**config.mk**
```make
export PLATFORM = sky130hd
export DESIGN_NAME = pwm_audio_out_flat
export DESIGN_NICKNAME = d
export VERILOG_FILES = /design/src/rtl/audio_out_pkg.sv /design/src/rtl/pwm_audio_out_if.sv /design/src/rtl/pwm_audio_out_sync_fifo.sv /design/src/rtl/pwm_audio_out.sv /design/src/flat_wrapper.sv
export SDC_FILE = /design/constraint.sdc
export NUM_CORES = 1
export LEC_CHECK = 0
export ABC_AREA = 1
export ABC_CLOCK_PERIOD_IN_PS = 2800
export CAP_MARGIN = 0
export CORE_AREA = 3 3 99 92
export DETAILED_ROUTE_END_ITERATION = 16
export DIE_AREA = 0 0 102 95
export PLACE_DENSITY = 0.54
export SLEW_MARGIN = 20
export SYNTH_ARGS = -nofsm -noshare
export SYNTH_HDL_FRONTEND = slang
export SYNTH_SLANG_ARGS = --single-unit
```
**constraint.sdc**
```tcl
create_clock -name clk_in -period 2.8 [get_ports clk_in]
set_input_delay 0.28 -clock clk_in [delete_from_list [all_inputs] [get_ports clk_in]]
set_output_delay 0.28 -clock clk_in [all_outputs]
set_load 0.005 [all_outputs]
```
**src/rtl/audio_out_pkg.sv**
```systemverilog
// Shared widths, mute FSM states and the sample-to-duty conversion for pwm_audio_out.
package audio_out_pkg;

  localparam int SAMPLE_W = 16;
  localparam int PWM_W    = 8;
  localparam int SHIFT_W  = 4;
  localparam logic [PWM_W-1:0] MIDSCALE = 8'h80;

  // RAMP_DOWN/RAMP_UP are only reachable with PWM_AUDIO_SOFT_MUTE_EN.
  typedef enum logic [1:0] {
    RUN       = 2'd0,
    RAMP_DOWN = 2'd1,
    MUTED     = 2'd2,
    RAMP_UP   = 2'd3
  } mute_state_t;

  // Scale by an arithmetic shift, then keep the top PWM_W bits in offset binary.
  function automatic logic [PWM_W-1:0] to_level(input logic signed [SAMPLE_W-1:0] sample,
                                                input logic [SHIFT_W-1:0]         shift);
    logic signed [SAMPLE_W-1:0] s;
    s = sample >>> shift;
    return {~s[SAMPLE_W-1], s[SAMPLE_W-2 -: PWM_W-1]};
  endfunction

endpackage

```
**src/rtl/pwm_audio_out_if.sv**
```systemverilog
// Sample stream from the fir63 filter into pwm_audio_out.
// A sample transfers on every clock edge where sample_valid_in && sample_ready_out;
// ready never depends on valid, and a valid sample offered while ready is low is dropped.
interface pwm_audio_out_if;
  import audio_out_pkg::*;

  logic signed [SAMPLE_W-1:0] sample_in;
  logic                       sample_valid_in;
  logic                       sample_ready_out;

  modport master (output sample_in, output sample_valid_in, input sample_ready_out);
  modport slave  (input sample_in, input sample_valid_in, output sample_ready_out);
endinterface

```
**src/rtl/pwm_audio_out_sync_fifo.sv**
```systemverilog
// Single-clock FIFO with show-ahead head output; DEPTH must be a power of 2 and >= 2.
module sync_fifo #(
  parameter int WIDTH = 16,
  parameter int DEPTH = 4
) (
  input  logic             clk_in,
  input  logic             rst_n_in,
  input  logic             i_wr_en,
  input  logic [WIDTH-1:0] i_wr_data,
  input  logic             i_rd_en,
  output logic [WIDTH-1:0] o_rd_data,
  output logic             o_full,
  output logic             o_empty
);
  localparam int AW = $clog2(DEPTH);

  logic [WIDTH-1:0] r_mem [DEPTH];
  logic [AW:0]      r_wr_ptr;
  logic [AW:0]      r_rd_ptr;
  logic             w_wr;
  logic             w_rd;

  // The extra pointer bit tells full apart from empty when the indices match.
  assign o_empty   = (r_wr_ptr == r_rd_ptr);
  assign o_full    = (r_wr_ptr[AW] != r_rd_ptr[AW]) && (r_wr_ptr[AW-1:0] == r_rd_ptr[AW-1:0]);
  assign o_rd_data = r_mem[r_rd_ptr[AW-1:0]];
  assign w_wr      = i_wr_en && !o_full;
  assign w_rd      = i_rd_en && !o_empty;

  always_ff @(posedge clk_in) begin
    if (w_wr) r_mem[r_wr_ptr[AW-1:0]] <= i_wr_data;
  end

  always_ff @(posedge clk_in or negedge rst_n_in) begin
    if (!rst_n_in) begin
      r_wr_ptr <= '0;
      r_rd_ptr <= '0;
    end else begin
      if (w_wr) r_wr_ptr <= r_wr_ptr + (AW+1)'(1);
      if (w_rd) r_rd_ptr <= r_rd_ptr + (AW+1)'(1);
    end
  end

endmodule

```
**src/rtl/pwm_audio_out.sv**
```systemverilog
// PWM speaker output stage: FIFO-buffered samples, volume shift, mute FSM, registered PWM bit.
// Define PWM_AUDIO_SOFT_MUTE_EN for a stepped attenuation ramp instead of hard mute.
module pwm_audio_out
  import audio_out_pkg::*;
#(
  parameter int FIFO_DEPTH = 4
) (
  input  logic               clk_in,
  input  logic               rst_n_in,
  pwm_audio_out_if.slave     s_if,
  input  logic [2:0]         vol_in,
  input  logic               mute_in,
  output logic               pwm_out,
  output logic               aud_sd_out,
  output logic [PWM_W-1:0]   level_out,
  output logic               overflow_out,
  output mute_state_t        mute_state_out
);

  logic [PWM_W-1:0]           r_count;
  logic                       r_en;
  logic                       r_pwm;
  logic                       r_overflow;
  logic [PWM_W-1:0]           r_level;
  mute_state_t                r_state;
  logic                       w_full;
  logic                       w_empty;
  logic                       w_push;
  logic                       w_pop;
  logic                       w_boundary;
  logic signed [SAMPLE_W-1:0] w_head;
  logic [SHIFT_W-1:0]         w_vol_shift;

  assign w_boundary            = (r_count == {PWM_W{1'b1}});
  assign s_if.sample_ready_out = r_en && !w_full;
  assign w_push                = s_if.sample_valid_in && s_if.sample_ready_out;
  assign w_pop                 = w_boundary && !w_empty;
  assign w_vol_shift           = {1'b0, 3'd7 - vol_in};

  sync_fifo #(
    .WIDTH (SAMPLE_W),
    .DEPTH (FIFO_DEPTH)
  ) u_fifo (
    .clk_in    (clk_in),
    .rst_n_in  (rst_n_in),
    .i_wr_en   (w_push),
    .i_wr_data (s_if.sample_in),
    .i_rd_en   (w_pop),
    .o_rd_data (w_head),
    .o_full    (w_full),
    .o_empty   (w_empty)
  );

  // r_en holds ready and amp enable low until the first edge after reset release.
  always_ff @(posedge clk_in or negedge rst_n_in) begin
    if (!rst_n_in) begin
      r_count    <= '0;
      r_en       <= 1'b0;
      r_pwm      <= 1'b0;
      r_overflow <= 1'b0;
    end else begin
      r_count <= r_count + PWM_W'(1);
      r_en    <= 1'b1;
      r_pwm   <= (r_count < r_level);
      if (s_if.sample_valid_in && !s_if.sample_ready_out) r_overflow <= 1'b1;
    end
  end

`ifdef PWM_AUDIO_SOFT_MUTE_EN
  logic [3:0]                 r_att;
  logic [3:0]                 w_att_next;
  mute_state_t                w_state_next;
  logic signed [SAMPLE_W-1:0] r_sample;
  logic signed [SAMPLE_W-1:0] w_cur;
  logic [SHIFT_W-1:0]         w_shift;
  logic                       w_reload;

  // A mute_in change mid-ramp just flips direction from the current att.
  always_comb begin
    w_state_next = r_state;
    w_att_next   = r_att;
    case (r_state)
      RUN: begin
        if (mute_in) begin
          w_state_next = RAMP_DOWN;
          w_att_next   = 4'd1;
        end
      end
      RAMP_DOWN, RAMP_UP: begin
        if (mute_in) begin
          w_att_next   = r_att + 4'd1;
          w_state_next = (r_att == 4'd7) ? MUTED : RAMP_DOWN;
        end else begin
          w_att_next   = r_att - 4'd1;
          w_state_next = (r_att == 4'd1) ? RUN : RAMP_UP;
        end
      end
      MUTED: begin
        if (!mute_in) begin
          w_state_next = RAMP_UP;
          w_att_next   = 4'd7;
        end
      end
      default: begin
        w_state_next = RUN;
        w_att_next   = 4'd0;
      end
    endcase
  end

  assign w_cur    = w_pop ? w_head : r_sample;
  assign w_shift  = w_vol_shift + w_att_next;
  assign w_reload = w_pop || (r_state != RUN) || (w_state_next != RUN);

  always_ff @(posedge clk_in or negedge rst_n_in) begin
    if (!rst_n_in) begin
      r_state  <= RUN;
      r_att    <= 4'd0;
      r_sample <= '0;
      r_level  <= MIDSCALE;
    end else if (w_boundary) begin
      r_state <= w_state_next;
      r_att   <= w_att_next;
      if (w_pop) r_sample <= w_head;
      if (w_att_next == 4'd8) r_level <= MIDSCALE;
      else if (w_reload)      r_level <= to_level(w_cur, w_shift);
    end
  end
`else
  // Pops continue while muted so the upstream filter never stalls.
  always_ff @(posedge clk_in or negedge rst_n_in) begin
    if (!rst_n_in) begin
      r_state <= RUN;
      r_level <= MIDSCALE;
    end else if (w_boundary) begin
      case (r_state)
        RUN:     if (mute_in)  r_state <= MUTED;
        MUTED:   if (!mute_in) r_state <= RUN;
        default: r_state <= RUN;
      endcase
      if (mute_in)    r_level <= MIDSCALE;
      else if (w_pop) r_level <= to_level(w_head, w_vol_shift);
    end
  end
`endif

  assign pwm_out        = r_pwm;
  assign aud_sd_out     = r_en;
  assign level_out      = r_level;
  assign overflow_out   = r_overflow;
  assign mute_state_out = r_state;

endmodule

```
**src/flat_wrapper.sv**
```systemverilog
// flat-port wrapper written by rule: the top's interface ports become plain ports
module pwm_audio_out_flat import audio_out_pkg::*;
#(
  parameter int FIFO_DEPTH = 4
)
  (clk_in, rst_n_in, vol_in, mute_in, pwm_out, aud_sd_out, level_out, overflow_out, mute_state_out, s_if_sample_in, s_if_sample_valid_in, s_if_sample_ready_out);
  pwm_audio_out_if s_if_i ();
  input  logic clk_in;
  input  logic rst_n_in;
  input  logic [2:0] vol_in;
  input  logic mute_in;
  output logic pwm_out;
  output logic aud_sd_out;
  output logic [PWM_W-1:0] level_out;
  output logic overflow_out;
  output mute_state_t mute_state_out;
  input wire logic [$bits(s_if_i.sample_in)-1:0] s_if_sample_in;
  input wire logic [$bits(s_if_i.sample_valid_in)-1:0] s_if_sample_valid_in;
  output wire logic [$bits(s_if_i.sample_ready_out)-1:0] s_if_sample_ready_out;
  assign s_if_i.sample_in = s_if_sample_in;
  assign s_if_i.sample_valid_in = s_if_sample_valid_in;
  assign s_if_sample_ready_out = s_if_i.sample_ready_out;
  pwm_audio_out #(.FIFO_DEPTH(FIFO_DEPTH)) u_core (.clk_in(clk_in), .rst_n_in(rst_n_in), .s_if(s_if_i), .vol_in(vol_in), .mute_in(mute_in), .pwm_out(pwm_out), .aud_sd_out(aud_sd_out), .level_out(level_out), .overflow_out(overflow_out), .mute_state_out(mute_state_out));
endmodule
```
# Word level (Yosys, flattened, before mapping)
# Memories as Yosys holds them, arrays and structs flattened.
# Cells that the tools add are included.
# word_totals
register_bits,27
latch_bits,0
mem_bits_rw,64
romBits,0
input_bits,23
output_inout_bits,14
word_cells,44
n_memories,1
# memory_table
memory,words,word_bits,read_ports,rd_ports_with_merged_regs,wr,line_no,rtl
u_core.u_fifo.r_mem,4,16,1,0,1,pwm_audio_out_sync_fifo.sv:17,logic [WIDTH-1:0] r_mem [DEPTH];
# op_classes
addsub,4
multipliers,0
div_mod_pow,0
magnitude_cmp,1
n_eq_ne,7
shift,1
muxes,7
bitwise,1
reduce_logical,14
# ops
op,count
$mux 8,2
$sshr 16x3->16,1
$add 8x1->8 const B,1
$eq 8x8->1 const B,1
$lt 8x8->1,1
$logic_and 1x1->1,7
$add 3x1->3 const B,2
$mux 2,2
$ne 2x2->1 const B,2
$pmux 2 s2,1
$eq 3x3->1,1
$logic_not 1->1,3
$reduce_and 3->1,1
$sub 3x3->3 const A,1
$eq 2x2->1,1
$eq 2x2->1 const B,1
$logic_not 2->1,1
$mux 1,2
$reduce_and 2->1,1
$reduce_bool 2->1,1
$ne 1x1->1,1
$not 1->1,1

# Longest topological paths before layout
# Gate-level depths: netlist of the first run.
# logic_depth
depth_word,8
depth_mapped,13
ltp_nobuf,11

# By module
# From an unflattened synthesis of the first run, not the netlist that was laid out.
# hier_totals
hier_cells,381
area_unflattened_um2,4103.9
# by_module_without_submodules
mod,n_inst,cells_per_inst,area_per_inst_um2,seq_area_each_um2
sync_fifo,1,215,2844.0,2072.0
pwm_audio_out,1,166,1260.0,501.7

# Least setup slack after synthesis of the first run
# Ideal clock, no wire load.
# synth_timing
path_type,reg2reg
start,reg u_core.u_fifo.r_rd_ptr[1]
end,mem u_core.u_fifo.r_mem[0][10] (enable)
arrival_time_ns,1.378
required_time_ns,2.429
setup_slack_ns,1.051
path_stages_with_launch,9
n_path_buf,1
period_less_slack_ns,1.749
cell_sequence,dfrtp_1 buf_4 xor2_1 nor2_1 nand2_1 nand2_1 inv_2 nand2_2 nor2_1
# synth_via
elab_chain_cells,8
# synth_lines
element,line_no,rtl
from (decl),pwm_audio_out_sync_fifo.sv:19,logic [AW:0] r_rd_ptr;
from (signal assigned),pwm_audio_out_sync_fifo.sv:40,if (w_rd) r_rd_ptr <= r_rd_ptr + (AW+1)'(1);
$eq 2x2->1,pwm_audio_out_sync_fifo.sv:25,assign o_full = (r_wr_ptr[AW] != r_rd_ptr[AW]) && (r_wr_ptr[AW-1:0] == r_rd_ptr[AW-1:0]);
$logic_and 1x1->1,pwm_audio_out_sync_fifo.sv:25,
$logic_not 1->1,pwm_audio_out.sv:35,assign s_if.sample_ready_out = r_en && !w_full;
$logic_and 1x1->1,pwm_audio_out.sv:35,
via s_if_sample_ready_out,flat_wrapper.sv:19,output wire logic [$bits(s_if_i.sample_ready_out)-1:0] s_if_sample_ready_out;
$logic_and 1x1->1,pwm_audio_out.sv:36,assign w_push = s_if.sample_valid_in && s_if.sample_ready_out;
$logic_and 1x1->1,pwm_audio_out_sync_fifo.sv:27,assign w_wr = i_wr_en && !o_full;
$mux 1,pwm_audio_out_sync_fifo.sv:31,if (w_wr) r_mem[r_wr_ptr[AW-1:0]] <= i_wr_data;
$mux 1 (implied by the code),pwm_audio_out_sync_fifo.sv:31,
to (decl),pwm_audio_out_sync_fifo.sv:17,
# The timed path passes the listed nets, and every way through them passes these cells.

# Final worst setup path of the first run
# layout_timing
start,reg u_core.u_fifo.r_rd_ptr[1]
end,out s_if_sample_ready_out
# layout_via
elab_chain_cells,4
# layout_lines
element,line_no
$eq 2x2->1,pwm_audio_out_sync_fifo.sv:25
$logic_and 1x1->1,pwm_audio_out_sync_fifo.sv:25
$logic_not 1->1,pwm_audio_out.sv:35
$logic_and 1x1->1,pwm_audio_out.sv:35
to (decl),flat_wrapper.sv:19
# Every way passes these cells.

==> results.py, run 1 <==
metrics = {
    "outcome": {
        "status": "finished, final reports clean",
    },
    "routing": {
        "wl_mm": 5.340,
        "wl_per_cell_um": 12.62,
        "met3_wirelength_um": 258,
        "num_vias": 1940,
        "first_pass_iters": 4,
        "vias_per_cell": 4.586,
        "remaining_drc_errors": 0,
        "wirelength_met1_mm": 2.501,
        "highest_layer": "met4",
        "final_antenna_net_count": 0,
        "met2_length_mm": 2.524,
        "drtIter0Drc": 121,
    },
    "pwr": {
        "pwr-share-clk": 0.426,
        "comb_power_share": 0.122,
        "p_switching_uw": 556.9,
        "sequentialPowerShare": 0.452,
        "switching_share": 0.2476,
        "power_mw": 2.249,
        "leakagePower_nw": 1.510,
        "internal_power_mw": 1.692,
        "peakVddDrop_mv": 0.3029,
        "power.density_mw_per_mm2": 652.3,
    },
    "sta": {
        "rsz0062_at_grt": "no",
        "setup_viol": 0,
        "period_share": 0.8003,
        "drv_slew": 0,
        "max_freq_mhz": 446.3,
        "fin_tns_setup_ps": 0,
        "fin_crit_ps": 2241,
        "finalHoldViolCount": 0,
        "finClkSkew_ps": 6.685,
    },
    "logic_synthesis": {
        "yosys-top-cells-area": "edfxtp_1, dfrtp_1, nand2_1, nand3_1, ha_1",
        "synth_area_per_cell_um2": 9.948,
        "ys_types": 29,
        "async_flop_share": 0.4483,
        "synthFlopType": "edfxtp_1",
        "yosys.area.top_type": "edfxtp_1",
        "yosys_warnings": 0,
        "synth_seq_area_share": 0.5729,
        "synthesis.area_mm2": 0.002815,
        "ys_ff_latch": 58,
        "syn-num-nets": 319,
        "netlist_instances": 283,
        "synth-edff-count": 32,
        "yosysTopAreaCellShare": 0.3413,
    },
    "clocking": {
        "cts_setup_buffers": 0,
        "cts.sinks": 58,
        "tritoncts": "yes",
        "clk_latency_ps": 340,
        "clockBufferDepth": 2,
        "cts_resized": 0,
        "htreeDepth": 3,
        "cts_root_buf": "clkbuf_8",
        "cts-buffers-inserted": 9,
        "hold_buffers": 0,
        "clkTransAtPathRegs_ps": 70,
    },
    "die": {
        "fp.coreArea_mm2": 0.008068,
        "design.portCount": 37,
        "die_width_um": 102,
        "die_height_um": 95,
        "fp-row-count": 31,
        "start_util": 0.3489,
        "die_area_mm2": 0.009690,
    },
    "global_routing": {
        "grt.total_usage": 0.1249,
        "grt_pass1_wl_mm": 9.018,
        "grt_max_degree": 27,
        "grt-ovfl-total": 0,
        "grt_pass1_vias": 1829,
        "antenna_found_initial": 0,
    },
    "worst_setup_path": {
        "start_kind": "register",
        "r2r_start": "u_core.u_fifo.r_rd_ptr[1]$_DFFE_PN0P_",
        "regToRegEndpoint": "u_core.u_fifo.r_mem[1][15]$_DFFE_PP_",
        "slowest_stage": "dfrtp_1",
        "path_delay_family": "flip-flops",
        "worstPathCellList": "xor2_1 -> nor2_1 -> nand2_1 -> nand2_1 -> inv_2 -> clkdlybuf4s50_1",
        "worst_r2r_path_depth": 8,
        "crit_fanout": 11,
        "rrSetupSlack_ps": 990,
        "arrival_ps": 1960,
        "cp-end-kind": "primary output",
        "cp.required_ps": 2520,
        "worst-path-buf-inv": 2,
        "path_common_cell": "nand2_1",
        "critPathKind": "reg -> out",
        "max_stage_delay_ps": 560,
    },
    "final_layout": {
        "final_cell_area_mm2": 0.003447,
        "nets": 355,
        "antenna_cells": 0,
        "area_growth_pct": 22.44,
        "mostFrequentLayoutCells": "nand2_1, nand3_1, edfxtp_1",
        "final_core_util": 0.4273,
        "drive_above_1_share": 0.1142,
        "final_common_cell": "nand2_1",
    },
    "place": {
        "hpwlAfterDp_mm": 3.743,
        "gp_congestion": 0.8388,
        "numPortBuffers": 27,
        "placed_area_mm2": 0.003198,
    },
    "min_path": {
        "min_path_type": "in -> async",
    },
    "flow_run": {
        "maxCapViolCount": 0,
    },
}
## kinds of logic after synthesis
family	count (synthesis)	share of synthesized area
AOI/OAI and AO/OA	12	0.02445
xor gates and xnor gates	13	0.04044
adders and majority gates	13	0.05778
buffers and inverters	33	0.05422
DFF	58	0.5729
muxes	1	0.004000
other	2	0.002668
and+or+nand+nor	151	0.2436
## flip-flops by register name, indices dropped and copies added (netlist names)
| register | count |
|---|---|
| u_core.overflow_out | 1 |
| u_core.aud_sd_out | 1 |
| u_core.u_fifo.r_rd_ptr | 3 |
| u_core.u_fifo.r_mem | 32 |
| u_core.r_count | 8 |
| u_core.u_fifo.r_wr_ptr | 3 |
| u_core.mute_state_out | 1 |
| u_core.pwm_out | 1 |
| u_core.level_out | 8 |
## routing by layer
metal  vias up  global-route usage
met1       893              0.1628
met3         6             0.05539
met2        40              0.1861
met4         0             0.03934
met5         -                   0
li1       1001                   -
## final cells by class
type | instances | area [µm²]
clock inverters | 7 | 125.1
well taps | 99 | 123.9
clock buffers | 9 | 123.9
flip-flops and latches | 58 | 1613
fillers | 771 | 4621
multi-input cells | 192 | 1050
repair buffers | 33 | 315.3
inverters | 25 | 96.34
## stage by stage
stage / std cells / hold slack [ps] / worst slack [ps]
floorplan: 283 / -15.59 / 1051
global placement: 407 / 443.6 / 913.7
detailed placement: 407 / 444.9 / 917.7
CTS: 423 / 297.8 / 532.7
global route: 423 / 314.0 / 427.5
finish: 423 / 304.0 / 559.3
## power by group through the flow
| stage | Sequential [mW] | Combinational [mW] | Clock [mW] |
|---|---|---|---|
| after floorplan | 1.03 | 0.177 | 0 |
| after global placement | 1.03 | 0.271 | 0 |
| after detailed placement | 1.03 | 0.277 | 0 |
| after CTS | 1.02 | 0.279 | 0.981 |
| after global routing | 1.02 | 0.316 | 1.03 |
| final | 1.02 | 0.274 | 0.958 |
## Yosys cell counts, types with 3 or more instances
cell	number
a21oi_1	7
buf_2	3
nand2_1	86
edfxtp_1	32
nand2_2	4
xor2_1	10
buf_4	4
ha_1	13
xnor2_1	3
dfrtp_1	25
nor2_1	8
inv_1	21
nand3_1	47
inv_2	3
## worst max path at each step
stage               cells after the start  slack [ps]                             startpoint                                   end
floorplan                               8        1050  u_core.u_fifo.r_rd_ptr[1]$_DFFE_PN0P_  u_core.u_fifo.r_mem[0][10]$_DFFE_PP_
global placement                        6         910  u_core.u_fifo.r_rd_ptr[1]$_DFFE_PN0P_                 s_if_sample_ready_out
detailed placement                      6         920  u_core.u_fifo.r_rd_ptr[1]$_DFFE_PN0P_                 s_if_sample_ready_out
CTS                                     6         530  u_core.u_fifo.r_rd_ptr[1]$_DFFE_PN0P_                 s_if_sample_ready_out
global route                            6         430  u_core.u_fifo.r_rd_ptr[1]$_DFFE_PN0P_                 s_if_sample_ready_out
finish                                  6         560  u_core.u_fifo.r_rd_ptr[1]$_DFFE_PN0P_                 s_if_sample_ready_out
## worst reg2reg max path: stages, from the launching register on
cell and delay [ps]:
dfrtp_1 640, xor2_1 180, nor2_1 80, nand2_1 60, nand2_1 70, inv_2 70
nand2_2 100, nor2_1 110, buf_4 190
No activity file was read; power rests on OpenSTA's default activity.
==> run 2: changes to the inputs <==
- ABC_CLOCK_PERIOD_IN_PS: 2800 -> 2100
- clock period: 2.8 -> 2.1 ns (I/O delays scaled with it)
==> run 2 against run 1 <==
Compared with the run above: first-iteration DRC count up 2.5%; routed wire length down 0.41%; clock-buffer cell count unchanged; global-route usage up 0.11 points; non-clock buffer count up 2; largest cell class unchanged; largest power group unchanged; sequential share of layout area down 0.20 points.
==> results.py, run 2 (synthesis gave the netlist of run 1 again) <==
metrics = {
    "outcome": {
        "status": "finished, final reports clean",
    },
    "clocking": {
        "clockBufferDepth": 2,
        "clk_latency_ps": 340,
        "cts_resized": 0,
        "cts-buffers-inserted": 9,
        "cts.sinks": 58,
        "clkTransAtPathRegs_ps": 70,
        "hold_buffers": 0,
        "cts_root_buf": "clkbuf_8",
        "tritoncts": "yes",
        "cts_setup_buffers": 0,
        "htreeDepth": 3,
    },
    "place": {
        "numPortBuffers": 27,
        "dp_cells": 409,
        "gp_congestion": 0.8311,
        "hpwlAfterDp_mm": 3.855,
    },
    "final_layout": {
        "drive_above_1_share": 0.1196,
        "instances_no_fill": 425,
        "antenna_cells": 0,
        "mostFrequentLayoutCells": "nand2_1, nand3_1, edfxtp_1",
        "area_growth_pct": 22.98,
        "final_common_cell": "nand2_1",
        "nets": 357,
        "largest_register_ffs": 32,
        "fillers": 779,
    },
    "global_routing": {
        "grt.total_usage": 0.1259,
        "grt_max_degree": 27,
        "antenna_found_initial": 0,
        "grt_pass1_vias": 1949,
        "grt-ovfl-total": 0,
        "grt_pass1_wl_mm": 9.163,
    },
    "worst_setup_path": {
        "path_depth": 6,
        "worst_r2r_path_depth": 11,
        "critPathKind": "reg -> out",
        "crit_fanout": 4,
        "path_common_cell": "nand2_1",
        "cp-end-kind": "primary output",
        "worst-path-buf-inv": 2,
        "path_delay_family": "buffers and inverters",
        "max_stage_delay_ps": 440,
        "start_kind": "register",
        "slowest_stage": "clkdlybuf4s50_1",
        "worstPathCellList": "xor2_1 -> nor2_1 -> nand2_1 -> nand2_1 -> inv_2 -> clkdlybuf4s50_1",
        "cp.required_ps": 1890,
        "arrival_ps": 1770,
    },
    "routing": {
        "wl_per_cell_um": 12.51,
        "num_vias": 1926,
        "drtIter0Drc": 124,
        "wl_mm": 5.318,
        "first_pass_iters": 4,
        "vias_per_cell": 4.532,
        "final_antenna_net_count": 0,
        "remaining_drc_errors": 0,
    },
    "die": {
        "die_area_mm2": 0.009690,
        "start_util": 0.3489,
        "die_width_um": 102,
        "fp.coreArea_mm2": 0.008068,
        "design.portCount": 37,
        "fp-row-count": 31,
        "die_height_um": 95,
    },
    "sta": {
        "finalHoldViolCount": 0,
        "timing.hold.ws_ps": 240.2,
        "drv_slew": 0,
        "finClkSkew_ps": 5.671,
        "period_share": 0.9411,
        "fin_tns_setup_ps": 0,
        "fin_crit_ps": 1976,
        "rsz0062_at_grt": "no",
        "setup_viol": 0,
        "max_freq_mhz": 506.0,
    },
    "flow_run": {
        "maxCapViolCount": 0,
    },
    "pwr": {
        "power_mw": 2.994,
        "power.density_mw_per_mm2": 864.9,
        "leakagePower_nw": 1.520,
        "peakVddDrop_mv": 0.4947,
    },
    "min_path": {
        "min_path_type": "in -> async",
    },
}
## run 2: changes by cell type in the layout (fill, tap and decap cells not counted)
cell	delta
buf_4	+2
## run 2: worst paths after layout
kind,startpoint,endpoint,slack [ps]
setup reg to reg,u_core.u_fifo.r_rd_ptr[0]$_DFFE_PN0P_,u_core.level_out[5]$_DFFE_PN0P_,410
hold reg to reg,u_core.r_count[0]$_DFF_PN0_,u_core.r_count[0]$_DFF_PN0_,480
hold / removal,rst_n_in,u_core.level_out[5]$_DFFE_PN0P_,240
min in group clk_in,u_core.r_count[0]$_DFF_PN0_,u_core.r_count[0]$_DFF_PN0_,480
max in group asynchronous,rst_n_in,u_core.level_out[7]$_DFFE_PN1P_,1560
setup / recovery,u_core.u_fifo.r_wr_ptr[1]$_DFFE_PN0P_,s_if_sample_ready_out,120
## run 2: cell type report
cell class,instances,area [µm²],area share
Inverter,25,96.34,0.02783
Timing Repair Buffer,35,330.3,0.09541
Tap cell,99,123.9,0.03578
Clock buffer,9,123.9,0.03578
Multi-Input combinational cell,192,1050,0.3032
Sequential cell,58,1613,0.4658
Clock inverter,7,125.1,0.03614
## run 2: routing by layer
layer	track usage	up-vias	share of wire	wire length, µm
met5	0	-	0	0
met4	0.04699	0	0.015	82
met3	0.04727	10	0.042	223
met2	0.2051	26	0.48	2567
met1	0.1517	881	0.46	2444
li1	-	1009	-	-
## run 2: power breakdown
part,total (mW),switching (mW),internal (mW)
clock network,1.28,0.482,0.798
logic,0.358,0.206,0.152
registers,1.36,0.0505,1.31
total,2.99,0.738,2.26
## run 2: metrics by stage
step           utilization  worst slack, ps  instance area, µm²
2_1_floorplan            -            351.4                2815
3_3_place_gp        0.3983            453.7                3213
3_5_place_dp        0.3983            405.7                3213
4_1_cts             0.4291            77.50                3462
5_1_grt             0.4291            2.070                3462
6_report            0.4291            123.6                3462
